[src/rtl/gp2_share_grant_sched.sv]
// Shared-group-2 grant scheduler: latches one request flag vector, sorts each flagged requestor
// onto column bank 0 or 1 by mode set, then grants at most one requestor per bank per cycle.
module gp2_share_grant_sched #(
  parameter int SHARED_BANK_NUM    = 5,
  parameter int RQST_ADDR_BITWIDTH = 2,
  parameter int MODE_BITWIDTH      = 3,
  parameter int IDX_BITWIDTH       = 3
) (
  input  logic                                          sys_clk,
  input  logic                                          rstn,
  input  logic                                          rqst_valid_i,
  output logic                                          rqst_ready_o,
  input  logic [SHARED_BANK_NUM-1:0]                    share_rqstFlag_i,
  input  logic [RQST_ADDR_BITWIDTH*SHARED_BANK_NUM-1:0] rqst_addr_i,
  input  logic [MODE_BITWIDTH-1:0]                      modeSet_i,
  output logic                                          bank0_en_o,
  output logic [IDX_BITWIDTH-1:0]                       bank0_idx_o,
  output logic                                          bank1_en_o,
  output logic [IDX_BITWIDTH-1:0]                       bank1_idx_o,
  output logic [SHARED_BANK_NUM-1:0]                    grant_o,
  output logic                                          serve_done_o,
  output logic [1:0]                                    dbg_state_o
);

  // Handshake: a vector is consumed on a rising edge where rqst_valid_i & rqst_ready_o;
  // ready is high only in IDLE, and valid is ignored (vector not consumed) in any other state.
  typedef enum logic [1:0] {
    ST_IDLE  = 2'd0,
    ST_SERVE = 2'd1,
    ST_DONE  = 2'd2
  } state_t;

  state_t                         r_state;
  state_t                         w_state_nxt;
  logic [SHARED_BANK_NUM-1:0]     r_pend0;
  logic [SHARED_BANK_NUM-1:0]     r_pend1;
  logic [SHARED_BANK_NUM-1:0]     w_pend0_nxt;
  logic [SHARED_BANK_NUM-1:0]     w_pend1_nxt;
  logic [SHARED_BANK_NUM-1:0]     w_map0;
  logic [SHARED_BANK_NUM-1:0]     w_map1;
  logic [SHARED_BANK_NUM-1:0]     w_gnt0;
  logic [SHARED_BANK_NUM-1:0]     w_gnt1;
  logic [SHARED_BANK_NUM-1:0]     w_rem0;
  logic [SHARED_BANK_NUM-1:0]     w_rem1;
  logic [IDX_BITWIDTH-1:0]        w_idx0;
  logic [IDX_BITWIDTH-1:0]        w_idx1;
  logic [RQST_ADDR_BITWIDTH-1:0]  w_addr;
  logic                           w_accept;
  logic                           w_serve;

  // Bank sort of the incoming vector; unmapped (mode, addr) pairs are dropped here.
  always_comb begin
    w_map0 = '0;
    w_map1 = '0;
    w_addr = '0;
    for (int i = 0; i < SHARED_BANK_NUM; i++) begin
      w_addr = rqst_addr_i[i*RQST_ADDR_BITWIDTH +: RQST_ADDR_BITWIDTH];
      if (share_rqstFlag_i[i]) begin
        case (modeSet_i)
          MODE_BITWIDTH'(0), MODE_BITWIDTH'(1): begin
            w_map0[i] = ~w_addr[0];
            w_map1[i] = w_addr[0];
          end
          MODE_BITWIDTH'(2), MODE_BITWIDTH'(3): begin
            w_map0[i] = ~w_addr[1];
            w_map1[i] = w_addr[1];
          end
          MODE_BITWIDTH'(4): begin
            w_map0[i] = (w_addr[1:0] == 2'b01);
            w_map1[i] = (w_addr[1:0] == 2'b10);
          end
          MODE_BITWIDTH'(5): begin
            w_map0[i] = (w_addr[1:0] == 2'b00);
            w_map1[i] = (w_addr[1:0] == 2'b11);
          end
          default: begin
            w_map0[i] = 1'b0;
            w_map1[i] = 1'b0;
          end
        endcase
      end
    end
  end

  // Lowest pending index wins each bank; scanning downward leaves the lowest hit last.
  always_comb begin
    w_gnt0 = '0;
    w_gnt1 = '0;
    w_idx0 = '0;
    w_idx1 = '0;
    for (int i = SHARED_BANK_NUM - 1; i >= 0; i--) begin
      if (r_pend0[i]) begin
        w_idx0    = IDX_BITWIDTH'(i);
        w_gnt0    = '0;
        w_gnt0[i] = 1'b1;
      end
      if (r_pend1[i]) begin
        w_idx1    = IDX_BITWIDTH'(i);
        w_gnt1    = '0;
        w_gnt1[i] = 1'b1;
      end
    end
  end

  assign w_rem0   = r_pend0 & ~w_gnt0;
  assign w_rem1   = r_pend1 & ~w_gnt1;
  assign w_accept = rqst_valid_i && (r_state == ST_IDLE);
  assign w_serve  = (r_state == ST_SERVE);

  always_comb begin
    w_state_nxt = r_state;
    w_pend0_nxt = r_pend0;
    w_pend1_nxt = r_pend1;
    case (r_state)
      ST_IDLE: begin
        if (w_accept) begin
          w_pend0_nxt = w_map0;
          w_pend1_nxt = w_map1;
          w_state_nxt = (|(w_map0 | w_map1)) ? ST_SERVE : ST_DONE;
        end
      end
      ST_SERVE: begin
        w_pend0_nxt = w_rem0;
        w_pend1_nxt = w_rem1;
        if (!(|(w_rem0 | w_rem1))) begin
          w_state_nxt = ST_DONE;
        end
      end
      ST_DONE: begin
        w_state_nxt = ST_IDLE;
      end
      default: begin
        w_state_nxt = ST_IDLE;
        w_pend0_nxt = '0;
        w_pend1_nxt = '0;
      end
    endcase
  end

  always_ff @(posedge sys_clk) begin
    if (!rstn) begin
      r_state <= ST_IDLE;
      r_pend0 <= '0;
      r_pend1 <= '0;
    end else begin
      r_state <= w_state_nxt;
      r_pend0 <= w_pend0_nxt;
      r_pend1 <= w_pend1_nxt;
    end
  end

  assign rqst_ready_o = (r_state == ST_IDLE);
  assign bank0_en_o   = w_serve && (|r_pend0);
  assign bank1_en_o   = w_serve && (|r_pend1);
  assign bank0_idx_o  = bank0_en_o ? w_idx0 : '0;
  assign bank1_idx_o  = bank1_en_o ? w_idx1 : '0;
  assign grant_o      = w_serve ? (w_gnt0 | w_gnt1) : '0;
  assign serve_done_o = (r_state == ST_DONE);
  assign dbg_state_o  = r_state;

endmodule

[config.mk]
export PLATFORM = sky130hd
export DESIGN_NAME = gp2_share_grant_sched
export DESIGN_NICKNAME = d
export VERILOG_FILES = /design/src/rtl/gp2_share_grant_sched.sv
export SDC_FILE = /design/constraint.sdc
export NUM_CORES = 1
export LEC_CHECK = 0
export BUFFER_PORTS_ARGS = -buffer_cell sky130_fd_sc_hd__buf_2
export CORE_MARGIN = 3
export CORE_UTILIZATION = 55
export CTS_CLUSTER_SIZE = 14
export DETAILED_ROUTE_END_ITERATION = 10
export PLACE_DENSITY = 0.85
export SLEW_MARGIN = 20
export SYNTH_ARGS = -nofsm -noshare
export SYNTH_HDL_FRONTEND = slang
export SYNTH_SLANG_ARGS = --single-unit
[constraint.sdc]
create_clock -name sys_clk -period 3.2 [get_ports sys_clk]
set_input_delay 0 -clock sys_clk [delete_from_list [all_inputs] [get_ports sys_clk]]
set_output_delay 0 -clock sys_clk [all_outputs]
set_load 0.02 [all_outputs]
==> results of run 1 <==
==> flip-flops by register name, summed over array words and instances (netlist names) <==
name / cells
dbg_state_o: 2
r_pend0: 5
r_pend1: 5
==> synthesized netlist by cell type (all sizes together) <==
cell    number
a22oi        4
inv          7
a21bo        1
nor3         6
o31ai        1
nor4         1
clkbuf       5
nand3        1
and3b        1
or2          1
nor2b       12
o22a         3
o32ai        1
a41oi        2
or3b         2
nand4        2
a41o         1
and3         2
dfxtp       12
a21oi        9
a32o         2
a31oi        3
nor2        26
o21ai       20
nand2       18
nand3b       1
buf          6
nand2b       5
o21a         1
mux2i        6
or3          1
and2         6
a32oi        4
mux2         6
==> worst max-delay path, cell delays in order, from the launching register on <==
cell and delay (ns):
dfxtp_1 0.61, inv_1 0.19, nor2_1 0.23, and3_1 0.21
or2_2 0.10, buf_2 0.15
==> layer usage <==
metal	part of all wire	GRT usage
met1	0.43	0.317
met2	0.49	0.437
met3	0.074	0.0366
met4	0.0049	0.0511
met5	0	0
==> path summary, 6_finish.rpt <==
kind	start	endpoint	slack, ns	depth (start not counted)
setup / recovery	dbg_state_o[0]	grant_o[4]	1.44	5
hold / removal	rstn	r_pend1[2]	0.06	3
setup reg to reg	dbg_state_o[0]	dbg_state_o[0]	1.64	5
hold reg to reg	r_pend0[0]	r_pend0[0]	0.63	2
==> metrics by stage <==
step,instance area [sq um],worst slack [ns],std cells
after floorplan,1240,1.83,179
after global placement,1390,1.75,232
after detailed placement,1390,1.68,232
after CTS,1410,1.49,235
after global routing,1410,1.32,235
final,1410,1.44,235
==> report_power, final <==
| part | switching, mW | internal [mW] | leakage (nW) |
|---|---|---|---|
| Sequential | 0.0223 | 0.159 | 0.0978 |
| Combinational | 0.0992 | 0.0659 | 0.507 |
| Clock | 0.0480 | 0.0435 | 0.0138 |
| Total | 0.169 | 0.268 | 0.618 |
==> final cells by class <==
| cell class | instances | area [sq um] |
|---|---|---|
| repair buffers | 37 | 185 |
| clock buffers | 3 | 22.5 |
| well taps | 27 | 33.8 |
| flip-flops and latches | 12 | 240 |
| multi-input cells | 149 | 903 |
| fillers | 182 | 631 |
| inverters | 7 | 26.3 |
==> cells by family after synthesis <==
family / share of synthesized area
AND/OR/NAND/NOR: 0.348
buffers and inverters: 0.0768
multiplexers: 0.103
AO/OA/AOI/OAI: 0.278
flip-flops: 0.194
==> flow_metrics.py, run 1 <==
metrics = {
    "power": {
        "peakVddDrop_v": 0.000329,
        "p_total_uw": 437,
        "power.density_nw_per_um2": 310,
        "p_leak_nw": 0.618,
    },
    "critical_path": {
        "critPathCaptureType": "output pin",
        "arrival_ns": 1.76,
        "worst-path-max-fanout": 15,
        "cp-start-kind": "register",
        "cp.required_ns": 3.20,
        "critPathKind": "register to output pin",
    },
    "detailed_routing": {
        "vias": 1433,
        "post_drt_via_cell_ratio": 6.10,
        "drc": 0,
        "drt-pass1-iter-count": 4,
        "ant_nets": 0,
        "routed_wirelength_um": 3300,
        "wl_per_cell_um": 14.0,
        "drt_iter0_markers": 53,
    },
    "sta": {
        "worstMarginPinSlew_ns": 0.551,
        "setup_tns_ns": 0,
        "finalMaxSlewViolations": 0,
        "clock_skew_ns": 0.00623,
        "slew_headroom": 0.629,
        "fmax_mhz": 569,
        "finalSetupViolations": 0,
        "min_period_ns": 1.76,
        "grt_setup_unrepaired": "false",
        "hold_violations": 0,
        "finalCritPeriodShare": 0.549,
        "timing.hold.ws_ns": 0.0636,
    },
    "clocking": {
        "postCtsSetupRepairBufs": 0,
        "cts_hold_buf": 0,
        "cts_resized": 0,
        "cts_made_buffers": 3,
        "cts_tree": "done",
        "clock_path_buffers": 2,
        "cts.sinks": 12,
        "insertion_delay_ns": 0.27,
        "cts-root-buf": "clkbuf_4",
        "cts.clk_slew.worst_paths_ns": 0.08,
        "htreeDepth": 1,
    },
    "logic_synthesis": {
        "yosysWarnings": 0,
        "yosys_register_bits": 12,
        "yosysSeqAreaShare": 0.194,
        "ys_top_cells_by_area": "dfxtp_1 19%, nor2_1 7.6%, nor2b_1 5.6%",
        "synth.top_cell.area_share": 0.194,
        "syn_inst": 179,
        "synth_cell_types": 43,
        "syn-num-nets": 200,
        "synth_top_area_cell": "dfxtp_1",
        "synth_area_per_cell_sq_um": 6.92,
        "netlist_area_sq_um": 1240,
    },
    "cells_and_area": {
        "antenna_cells": 0,
        "drive_gt1_frac": 0.245,
        "finalCoreUtilization": 0.691,
        "final_cell_mix": "37 x buf_2, 25 x nor2_1, 18 x nand2_1, 12 x dfxtp_1",
        "final_common_cell": "buf_2",
        "area_delta_synth_final_pct": 13.9,
        "nNetsFinal": 231,
    },
    "floorplan": {
        "ioPinCount": 38,
        "rows": 16,
        "fp.coreArea_sq_um": 2040,
        "die_w_um": 53.5,
        "die_area_sq_um": 2860,
        "initial_core_util": 0.607,
        "fp.dieH_um": 53.5,
    },
    "global_routing": {
        "grt_use_total": 0.249,
        "grt_pass1_wl_um": 5420,
        "antenna_found_initial": 0,
        "grt_pass1_vias": 1293,
        "grt_max_degree": 16,
        "overflow": 0,
    },
    "outcome": {
        "outcome": "completed",
    },
    "place": {
        "gp_congestion": 0.975,
        "place_hpwl_um": 2590,
        "portBuffers": 37,
    },
    "worst_hold_path": {
        "hold_path.class": "input pin to register",
    },
    "job": {
        "max_cap_violations": 0,
    },
}
Power figures use the tool's default switching activity.
==> run 2, diff against run 1 <==
CORE_UTILIZATION = 46   (was 55)
PLACE_DENSITY = 0.76   (was 0.85)
clock period = 1.55 ns   (was 3.2 ns; I/O delays follow)
==> run 2 against run 1 <==
  * Worst hold slack worse by 0.029 ns
  * Critical path depth unchanged
  * Sequential cell count unchanged
  * Via count down 1.4%
  * Global-route usage down 4.5 points
  * Setup slack worse by 1.4 ns
  * Clock skew down 0.0019 ns
  * Clock power rose to 2.9 times the previous value
  * Largest cell class unchanged
==> flow_metrics.py, run 2 (synthesis gave the netlist of run 1 again) <==
metrics = {
    "place": {
        "gp_congestion": 0.890,
        "portBuffers": 37,
        "place_hpwl_um": 2530,
        "placed_area_sq_um": 1470,
        "place_inst": 245,
    },
    "global_routing": {
        "grt_max_degree": 15,
        "grt_pass1_wl_um": 5440,
        "grt_pass1_vias": 1178,
        "overflow": 0,
        "antenna_found_initial": 0,
        "grt_use_total": 0.204,
    },
    "power": {
        "peakVddDrop_v": 0.000709,
        "power.share.switching": 0.369,
        "p_sw_uw": 382,
        "power.density_nw_per_um2": 663,
        "p_leak_nw": 0.689,
        "p_int_uw": 655,
        "p_total_mw": 1.04,
        "p_clk_frac": 0.253,
        "combinationalPowerShare": 0.392,
        "seq_power_share": 0.355,
    },
    "detailed_routing": {
        "drt_iter0_markers": 66,
        "vias": 1413,
        "wl_per_cell_um": 13.6,
        "drt-pass1-iter-count": 4,
        "routed_wirelength_um": 3410,
        "ant_nets": 0,
        "drc": 0,
        "post_drt_via_cell_ratio": 5.63,
    },
    "cells_and_area": {
        "multiInputGateArea_sq_um": 932,
        "nNetsFinal": 243,
        "antenna_cells": 0,
        "fill_cells": 254,
        "final_common_cell": "buf_2",
        "postLayoutCellArea_sq_um": 1570,
        "final_cell_mix": "36 x buf_2, 24 x nor2_1, 18 x nand2_1, 12 x buf_4",
        "area_delta_synth_final_pct": 26.4,
        "drive_gt1_frac": 0.348,
        "finalNonFillerCells": 251,
        "regArea_sq_um": 251,
    },
    "sta": {
        "fmax_mhz": 650,
        "min_period_ns": 1.54,
        "worstMarginPinSlew_ns": 0.454,
        "grt_setup_unrepaired": "true",
        "finalMaxSlewViolations": 0,
        "hold_violations": 0,
        "clock_skew_ns": 0.00433,
        "finalCritPeriodShare": 0.992,
        "finalSetupViolations": 0,
        "slew_headroom": 0.696,
    },
    "worst_hold_path": {
        "min_path_cells": 3,
        "hold_path.startpoint": "rstn",
        "hold_path.class": "input pin to register",
    },
    "outcome": {
        "outcome": "completed",
    },
    "clocking": {
        "cts.sinks": 12,
        "cts_tree": "done",
        "cts_hold_buf": 0,
        "insertion_delay_ns": 0.28,
        "cts_made_buffers": 3,
        "clock_path_buffers": 2,
        "htreeDepth": 1,
        "cts.clk_slew.worst_paths_ns": 0.09,
        "cts-root-buf": "clkbuf_4",
    },
    "critical_path": {
        "critPathCaptureType": "output pin",
        "path_cells": "or3_4, nor2_4, and3_4, or2_4, buf_6",
        "r2r_start": "r_pend0[1]",
        "arrival_ns": 1.54,
        "slowest_delay_ns": 0.42,
        "path_depth": 5,
        "cp.required_ns": 1.55,
        "worstSetupStartpoint": "r_pend0[1]",
        "slowest_stage": "or3_4",
        "cp_top_family": "simple AND/OR/NAND/NOR gates",
        "cp-start-kind": "register",
        "worst-path-buf-inv": 1,
        "critPathKind": "register to output pin",
        "ff2ff_path_depth": 6,
        "worst-path-max-fanout": 4,
    },
    "floorplan": {
        "ioPinCount": 38,
        "fp.coreArea_sq_um": 2520,
        "die_w_um": 57.9,
        "fp.dieH_um": 57.9,
        "die_area_sq_um": 3350,
        "initial_core_util": 0.491,
        "rows": 18,
    },
    "job": {
        "max_cap_violations": 0,
    },
}
[run 2: area by class of cell]
| cell class | instances | share of cell area |
|---|---|---|
| inverter | 7 | 0.0168 |
| tap | 30 | 0.0240 |
| clock buffer | 4 | 0.0232 |
| multi-input combinational | 149 | 0.596 |
| timing repair buffer | 49 | 0.180 |
| sequential | 12 | 0.161 |
[run 2: per-layer routing]
metal  GRT usage  vias to the layer above  wire [um]
li1            -                      724          -
met4      0.0430                        0         14
met1       0.296                      644       1600
met5           0                        -          0
met3      0.0423                        2        203
met2       0.310                       43       1580
[run 2: metrics by stage]
step	hold WS [ns]	worst slack [ns]	TNS [ns]	utilization
2_1_floorplan	0.194	0.178	0	-
3_3_place_gp	0.335	0.153	0	0.582
3_5_place_dp	0.337	0.101	0	0.582
4_1_cts	0.0309	0.00311	0	0.605
5_1_grt	0.0547	-0.0314	-0.0314	0.621
6_report	0.0344	0.0121	0	0.621
[run 2: power by group through the flow]
stage                     sequential, mW  combinational, mW  clock (mW)
after floorplan                    0.358              0.259           0
after global placement             0.367              0.378           0
after detailed placement           0.368              0.379           0
after CTS                          0.363              0.391       0.263
after global routing               0.374              0.449       0.282
final                              0.368              0.407       0.262
[run 2: worst paths after layout]
kind                     to  slack (ns)
min              r_pend1[2]        0.03
max reg2reg  dbg_state_o[0]        0.07
max              grant_o[4]        0.01
min reg2reg      r_pend1[2]        0.59
[run 2: what timing repair did]
action,CTS,global route
endpoints found under the hold margin,0,0
setup buffers,1,1
resized for setup,7,11
pin swaps,1,3
setup endpoints to repair,1,10
[run 2: worst register-to-register path, cell delays in order (launching register included)]
cell     delay [ns]
dfxtp_2        0.33
or3_4          0.42
o21ai_1        0.09
o21ai_0        0.13
o21ai_1        0.21
a21bo_2        0.15
a31oi_1        0.03
==> run 3, diff against run 2 <==
HOLD_SLACK_MARGIN = 0.15   (was not set)
TNS_END_PERCENT = 30   (was not set)
==> run 3 against run 2 <==
  * Worst hold slack gained 0.15 ns
  * Sequential cell count unchanged
  * Largest cell class unchanged
  * Critical path depth did not move
  * Combinational power barely moved
  * Maximum frequency increased by 0.16%
  * Clock power about the same
  * Sequential power about the same
  * Via count up 0.71%
  * Clock skew down 0.0018 ns
  * Critical endpoint unchanged
  * Total power grew 0.31%
  * Non-clock buffer count rose by 2
==> flow_metrics.py, run 3 (synthesis gave the netlist of run 1 again) <==
metrics = {
    "clocking": {
        "cts-root-buf": "clkbuf_4",
        "cts.clk_slew.worst_paths_ns": 0.09,
        "cts_made_buffers": 3,
        "clock_path_buffers": 2,
        "htreeDepth": 1,
        "cts_tree": "done",
        "cts.sinks": 12,
        "insertion_delay_ns": 0.28,
    },
    "power": {
        "seq_power_share": 0.354,
        "p_total_mw": 1.04,
        "combinationalPowerShare": 0.394,
        "power.density_nw_per_um2": 657,
        "peakVddDrop_v": 0.000712,
        "p_clk_frac": 0.252,
        "power.share.switching": 0.367,
        "p_int_uw": 658,
        "p_sw_uw": 382,
        "p_leak_nw": 0.697,
    },
    "sta": {
        "slew_headroom": 0.696,
        "finalMaxSlewViolations": 0,
        "timing.hold.ws_ns": 0.187,
        "worst_slack_ns": 0.0145,
        "hold_violations": 0,
        "finalSetupViolations": 0,
        "grt_setup_unrepaired": "true",
        "min_period_ns": 1.54,
        "fmax_mhz": 651,
        "clock_skew_ns": 0.00256,
        "worstMarginPinSlew_ns": 0.455,
        "finalCritPeriodShare": 0.991,
    },
    "critical_path": {
        "arrival_ns": 1.54,
        "critPathCaptureType": "output pin",
        "cp-start-kind": "register",
        "worst-path-max-fanout": 4,
        "critPathKind": "register to output pin",
        "cp.required_ns": 1.55,
    },
    "place": {
        "gp_congestion": 0.890,
        "place_inst": 245,
        "portBuffers": 37,
        "place_hpwl_um": 2530,
        "place_ws_ns": 0.101,
    },
    "floorplan": {
        "ioPinCount": 38,
        "fp.coreArea_sq_um": 2520,
        "initial_core_util": 0.491,
        "die_area_sq_um": 3350,
        "fp.dieH_um": 57.9,
        "rows": 18,
        "die_w_um": 57.9,
    },
    "cells_and_area": {
        "final_cell_mix": "36 x buf_2, 24 x nor2_1, 18 x nand2_1, 12 x buf_4",
        "finalNonFillerCells": 253,
        "area_delta_synth_final_pct": 28.0,
        "regArea_sq_um": 251,
        "finalCoreUtilization": 0.628,
        "nNetsFinal": 245,
        "drive_gt1_frac": 0.345,
        "multiInputGateArea_sq_um": 932,
        "final_common_cell": "buf_2",
        "antenna_cells": 0,
        "fill_cells": 251,
    },
    "global_routing": {
        "antenna_found_initial": 0,
        "grt_pass1_wl_um": 5490,
        "grt_use_total": 0.206,
        "grt_max_degree": 15,
        "grt_pass1_vias": 1195,
        "overflow": 0,
    },
    "detailed_routing": {
        "ant_nets": 0,
        "post_drt_via_cell_ratio": 5.62,
        "drc": 0,
        "routed_wirelength_um": 3410,
        "drt-pass1-iter-count": 4,
        "wl_per_cell_um": 13.5,
        "drt_iter0_markers": 62,
        "vias": 1423,
    },
    "outcome": {
        "outcome": "completed",
    },
    "job": {
        "max_cap_violations": 0,
    },
    "worst_hold_path": {
        "hold_path.class": "input pin to register",
    },
}
[run 3: cell count changes in the layout (fill, tap and decap cells not counted), sizes merged]
cell / delta
dlygate4sd3: +2
[run 3: cell type report]
cell class | instances | share of cell area
timing repair buffer | 51 | 0.190
clock buffer | 4 | 0.0229
sequential | 12 | 0.159
inverter | 7 | 0.0166
multi-input combinational | 149 | 0.588
tap | 30 | 0.0237
[run 3: layer usage]
layer | vias to the layer above | routed length (um) | track usage
met4 | 0 | 25 | 0.0430
met1 | 639 | 1550 | 0.293
met5 | - | 0 | 0
li1 | 732 | - | -
met2 | 48 | 1620 | 0.319
met3 | 4 | 218 | 0.0423
[run 3: path summary, 6_finish.rpt]
path                                    from              to  slack, ns  cells past startpoint
worst max-delay path              r_pend0[1]      grant_o[4]       0.01                      5
worst min-delay path            rqst_valid_i  dbg_state_o[1]       0.19                      3
worst max register to register    r_pend0[1]  dbg_state_o[0]       0.07                      6
worst min register to register    r_pend1[2]      r_pend1[2]       0.59                      2
[run 3: timing repair]
action	CTS	global route
endpoints found under the setup margin	1	10
hold endpoints to repair	11	0
buffers inserted	1	1
resized for setup	7	11
hold buffers	2	0
pin swaps	1	3
[run 3: power groups by stage]
| stage | Clock [mW] | Combinational, mW | Sequential, mW |
|---|---|---|---|
| 2_1_floorplan | 0 | 0.259 | 0.358 |
| 3_3_place_gp | 0 | 0.378 | 0.367 |
| 3_5_place_dp | 0 | 0.379 | 0.368 |
| 4_1_cts | 0.263 | 0.394 | 0.363 |
| 5_1_grt | 0.282 | 0.453 | 0.374 |
| 6_report | 0.263 | 0.410 | 0.368 |
[run 3: worst max-delay path, stage by stage (launching register included)]
cell and delay [ns]:
dfxtp_2 0.33, or3_4 0.42, nor2_4 0.10, and3_4 0.19, or2_4 0.11, buf_6 0.10
[run 3: stage by stage]
stage | instance area, sq um | TNS (ns)
3_3_place_gp | 1470 | 0
5_1_grt | 1590 | -0.0314
2_1_floorplan | 1240 | 0
6_report | 1590 | 0
3_5_place_dp | 1470 | 0
4_1_cts | 1550 | 0
